==> config.mk <==
export PLATFORM = sky130hd
export DESIGN_NAME = pipeline_ctrl
export DESIGN_NICKNAME = d
export VERILOG_FILES = /design/src/rtl/pipeline_ctrl.sv
export SDC_FILE = /design/constraint.sdc
export NUM_CORES = 1
export LEC_CHECK = 0
export CAP_MARGIN = 20
export CORE_ASPECT_RATIO = 2
export CORE_MARGIN = 3
export CORE_UTILIZATION = 49
export CTS_CLUSTER_DIAMETER = 100
export DETAILED_ROUTE_END_ITERATION = 12
export GPL_TIMING_DRIVEN = 0
export HOLD_SLACK_MARGIN = 0.15
export PLACE_DENSITY = 0.82
export SYNTH_ARGS = -nofsm -noshare
export SYNTH_HDL_FRONTEND = slang
export SYNTH_SLANG_ARGS = --single-unit
export TNS_END_PERCENT = 100
==> constraint.sdc <==
create_clock -name clk_i -period 6.1 [get_ports clk_i]
set_input_delay 1.83 -clock clk_i [delete_from_list [all_inputs] [get_ports clk_i]]
set_output_delay 1.83 -clock clk_i [all_outputs]
set_load 0.02 [all_outputs]
==> src/rtl/pipeline_ctrl.sv <==
// Stall/flush controller for the 5-stage pipeline: pipeline-register enables,
// bubble/flush controls, data-memory wait FSM with timeout, and perf counters.
module pipeline_ctrl #(
    parameter int unsigned CNT_W   = 16,
    parameter int unsigned TIMEOUT = 64
) (
    input  logic             clk_i,
    input  logic             rst_i,
    input  logic             loaduse_i,
    input  logic             branch_taken_i,
    input  logic             dmem_req_i,
    input  logic             dmem_ack_i,
    input  logic             clear_i,
    output logic             pc_write_o,
    output logic             IFID_write_o,
    output logic             IFID_flush_o,
    output logic             IDEX_bubble_o,
    output logic             IDEX_write_o,
    output logic             EXMEM_write_o,
    output logic             MEMWB_write_o,
    output logic [CNT_W-1:0] stall_cnt_o,
    output logic [CNT_W-1:0] flush_cnt_o,
    output logic             err_o,
    output logic [1:0]       state_o
);

    localparam int unsigned WAIT_W = $clog2(TIMEOUT + 1);

    typedef enum logic [1:0] {
        ST_RUN      = 2'd0,
        ST_MEM_WAIT = 2'd1,
        ST_ERROR    = 2'd2
    } state_t;

    state_t             r_state;
    logic [WAIT_W-1:0]  r_wait_cnt;
    logic [CNT_W-1:0]   r_stall_cnt;
    logic [CNT_W-1:0]   r_flush_cnt;
    logic               r_err;

    logic w_freeze;
    logic w_pc_write;
    logic w_ifid_write;
    logic w_ifid_flush;
    logic w_idex_bubble;
    logic w_pipe_write;

    // Hazard resolution; loaduse outranks branch since the branch re-resolves next cycle.
    always_comb begin
        w_freeze      = 1'b0;
        w_pc_write    = 1'b1;
        w_ifid_write  = 1'b1;
        w_ifid_flush  = 1'b0;
        w_idex_bubble = 1'b0;
        w_pipe_write  = 1'b1;

        case (r_state)
            ST_RUN:      w_freeze = dmem_req_i & ~dmem_ack_i;
            ST_MEM_WAIT: w_freeze = ~dmem_ack_i;
            default:     w_freeze = 1'b1;
        endcase

        if (w_freeze) begin
            w_pc_write   = 1'b0;
            w_ifid_write = 1'b0;
            w_pipe_write = 1'b0;
        end else if (loaduse_i) begin
            w_pc_write    = 1'b0;
            w_ifid_write  = 1'b0;
            w_idex_bubble = 1'b1;
        end else if (branch_taken_i) begin
            w_ifid_flush = 1'b1;
        end
    end

    // Reset forces every control low without waiting for a clock.
    assign pc_write_o    = rst_i & w_pc_write;
    assign IFID_write_o  = rst_i & w_ifid_write;
    assign IFID_flush_o  = rst_i & w_ifid_flush;
    assign IDEX_bubble_o = rst_i & w_idex_bubble;
    assign IDEX_write_o  = rst_i & w_pipe_write;
    assign EXMEM_write_o = rst_i & w_pipe_write;
    assign MEMWB_write_o = rst_i & w_pipe_write;

    assign stall_cnt_o = r_stall_cnt;
    assign flush_cnt_o = r_flush_cnt;
    assign err_o       = r_err;
    assign state_o     = r_state;

    // Memory-wait FSM, sticky timeout error, and saturating perf counters.
    always_ff @(posedge clk_i or negedge rst_i) begin
        if (!rst_i) begin
            r_state     <= ST_RUN;
            r_wait_cnt  <= '0;
            r_stall_cnt <= '0;
            r_flush_cnt <= '0;
            r_err       <= 1'b0;
        end else begin
            case (r_state)
                ST_RUN: begin
                    if (dmem_req_i && !dmem_ack_i) begin
                        r_state    <= ST_MEM_WAIT;
                        r_wait_cnt <= WAIT_W'(1);
                    end
                end
                ST_MEM_WAIT: begin
                    if (dmem_ack_i) begin
                        r_state <= ST_RUN;
                    end else if (r_wait_cnt == WAIT_W'(TIMEOUT)) begin
                        r_state <= ST_ERROR;
                        r_err   <= 1'b1;
                    end else begin
                        r_wait_cnt <= r_wait_cnt + WAIT_W'(1);
                    end
                end
                ST_ERROR: r_state <= ST_ERROR;
                default:  r_state <= ST_RUN;
            endcase

            if (clear_i) begin
                r_stall_cnt <= '0;
                r_flush_cnt <= '0;
            end else begin
                if (!w_pc_write && (r_stall_cnt != {CNT_W{1'b1}}))
                    r_stall_cnt <= r_stall_cnt + CNT_W'(1);
                if (w_ifid_flush && (r_flush_cnt != {CNT_W{1'b1}}))
                    r_flush_cnt <= r_flush_cnt + CNT_W'(1);
            end
        end
    end

endmodule

==> results of run 1 <==
-- where the power goes --
group	total (mW)	internal [mW]	switching, mW
Sequential	0.319	0.296	0.0236
Clock	0.226	0.123	0.103
Combinational	0.0983	0.0421	0.0562
Total	0.643	0.460	0.183
-- state kept, by name (all words and copies together), names as in the netlist --
signal / count
err_o: 1
flush_cnt_o: 16
r_wait_cnt: 7
stall_cnt_o: 16
state_o: 2
-- layout make-up --
cell class	instances	area [µm²]	area share (%)
sequential	42	1050	33.6
inverter	11	41.3	1.32
multi-input combinational	201	1270	40.7
clock inverter	3	43.8	1.40
clock buffer	5	68.8	2.20
buffer	19	86.3	2.76
timing repair buffer	49	495	15.8
tap	55	68.8	2.20
-- worst max path at each step --
stage | from | endpoint | slack (ns) | depth (start not counted)
finish | dmem_ack_i | pc_write_o | 0.68 | 7
global route | dmem_ack_i | pc_write_o | 0.59 | 7
CTS | dmem_ack_i | pc_write_o | 0.67 | 7
detailed placement | dmem_ack_i | pc_write_o | 0.67 | 7
global placement | rst_i | pc_write_o | -0.72 | 5
floorplan | dmem_req_i | IFID_flush_o | 1.50 | 4
-- metal layers --
layer,up-vias,part of all wire [%]
met3,14,3.7
met4,0,2.5
met1,1133,36
met2,68,58
met5,-,0
li1,1132,-
-- cells by family after synthesis --
family	share of synthesized area, %
AOI/OAI and AO/OA	12.7
and+or+nand+nor	31.5
muxes	5.05
xor gates and xnor gates	0.714
buffers and inverters	5.20
adders and majority gates	2.04
DFF	42.8
-- per-stage QoR --
step / cells / setup WS [ns] / util (%)
after floorplan: 273 / 1.50 / -
after global placement: 376 / -0.719 / 63.5
after detailed placement: 377 / 0.668 / 63.8
after CTS: 385 / 0.674 / 66.2
after global routing: 385 / 0.587 / 66.2
final: 385 / 0.683 / 66.2
-- synth_stat cells (2+ instances only) --
cell | count | area, µm²
or3b_2 | 2 | 17.5
nand2_1 | 15 | 56.3
nor4b_1 | 2 | 17.5
o31ai_1 | 14 | 105
ha_1 | 4 | 50.1
buf_2 | 3 | 15.0
or4_1 | 18 | 135
and2_1 | 4 | 25.0
nand3_1 | 21 | 105
nor3_1 | 2 | 10.0
xnor2_1 | 2 | 17.5
clkbuf_1 | 13 | 48.8
and3_1 | 4 | 25.0
nor4_1 | 11 | 68.8
mux2_2 | 11 | 124
nor2_1 | 18 | 67.6
a21oi_1 | 21 | 105
or3_1 | 5 | 31.3
o21ai_0 | 10 | 50.1
or2_2 | 2 | 12.5
dfrtp_1 | 42 | 1050
inv_1 | 11 | 41.3
nand4_1 | 10 | 62.6
buf_4 | 3 | 22.5
and4_1 | 5 | 43.8
nor2b_1 | 10 | 62.6
-- worst max-delay path, cell delays in order --
cell             delay, ns
clkdlybuf4s50_1       0.49
o21ba_2               0.19
nor2_1                0.11
nand2_1               0.10
nor2_1                0.14
buf_4                 0.12
clkdlybuf4s50_1       0.59
==> qor.yml, run 1 <==
min_path:
  worstHoldEndpoint: "err_o"
  holdPathStages: 1
  hold_path_startpoint: "err_o"
  worst_hold_path_type: "reg2reg"
critical_path:
  cp-start-kind: "input pin"
  r2r_end: "flush_cnt_o[9]"
  crit_required_ns: 4.27
  crit_type: "in2out"
  crit_path_end_kind: "output port"
  crit_arrival_ns: 3.59
  cp_max_fo: 5
  reg2reg_slack_ns: 3.82
  rr_worst_depth: 5
  reg2reg_from: "state_o[1]"
job:
  cap_violations: 0
power_and_ir_drop:
  ir_worst_vdd_uv: 208
  p_per_area_nw_per_um2: 206
  p_total_uw: 643
  p_leak_nw: 1.21
global_route:
  use_met1_pct: 22.2
  grt_max_degree: 36
  grt_usage_pct: 22.1
  met3_usage_pct: 4.13
  antenna_found_initial: 0
  grt_pass1_vias: 2305
  busiest_layer: "met2"
  grt_first_pass_wirelength_mm: 10.6
  grt_overflow_total: 0
  gr-usage-met2_pct: 41.7
clock_tree:
  cts_buffer_depth: 2
  holdBufCountCts: 0
  numCtsBuffers: 5
  cts_setup_buffers: 0
  cts.reportedPaths.clkPinSlew_ns: 0.08
  htree_num_levels: 2
  cts_tree: "done"
  cts_resized: 0
  clock-sinks: 42
  cts_root_buffer: "clkbuf_8"
  clock_latency_ns: 0.31
floorplanning:
  die_h_um: 106
  dieArea_um2: 5940
  coreArea_um2: 4730
  rows: 35
  start_util_pct: 51.9
  ioPinCount: 49
  fp.dieW_um: 56.0
placed_design:
  place_hpwl_mm: 4.70
  gp_congestion: 0.846
  port_buffers: 48
  place_area_um2: 3020
yosys:
  netlist-cell-type-count: 36
  synth_nets: 284
  syn_area_per_cell_um2: 8.99
  yosys_register_bits: 42
  synth-edff-count: 0
  ys.flop_type: "dfrtp_1"
  synthArstFlopShare_pct: 100
  synthesis.area_um2: 2450
  seq_area_frac_synth_pct: 42.8
  synthCells: 273
  yosys_warnings: 0
routing:
  route.detailed.drc: 0
  first_pass_iters: 4
  routed_wirelength_mm: 6.33
  drt-initial-drc-count: 81
  vias: 2347
  avgViaCountPerCell: 6.10
  ant_nets: 0
  avgRoutedWirePerCell_um: 16.4
cells_and_area:
  n_antenna_cell: 0
  nFillCells: 412
  area_growth_pct: 27.6
  nets: 340
  postLayoutCellArea_um2: 3130
  layout-drive-gt1-share_pct: 9.70
  final_cell_mix: "47 x clkdlybuf4s50_1, 42 x dfrtp_1, 21 x nand3_1, 21 x a21oi_1"
  final_common_cell: "clkdlybuf4s50_1"
sta:
  whs_ns: 0.473
  period_minus_slack_ns: 5.42
  slew_violations: 0
  fin_crit_sh_pct: 88.8
  rsz0062_at_grt: "false"
  finalSetupViolCount: 0
  fin_tns_setup_ns: 0
  relSlewSlack_pct: 56.9
  hold_viol: 0
  fmax_ghz: 0.185
  skew_ns: 0.0142
  tightestPinTransition_ns: 0.642
outcome:
  status: "complete, no violations"
Power figures use the tool's default switching activity.
==> inputs of run 2 (changes only) <==
clock period = 5.7 ns   (was 6.1 ns; I/O delays follow)
==> results of run 2 <==
The final DEF is identical to that of run 1. Status: complete, no violations.
Among the figures that moved: setup slack after placement 0.668 ns -> 0.508 ns; setup slack after layout 0.683 ns -> 0.523 ns; register-to-register setup slack 3.82 ns -> 3.42 ns; total power 0.643 mW -> 0.688 mW; worst IR drop on VDD 208 µV -> 222 µV
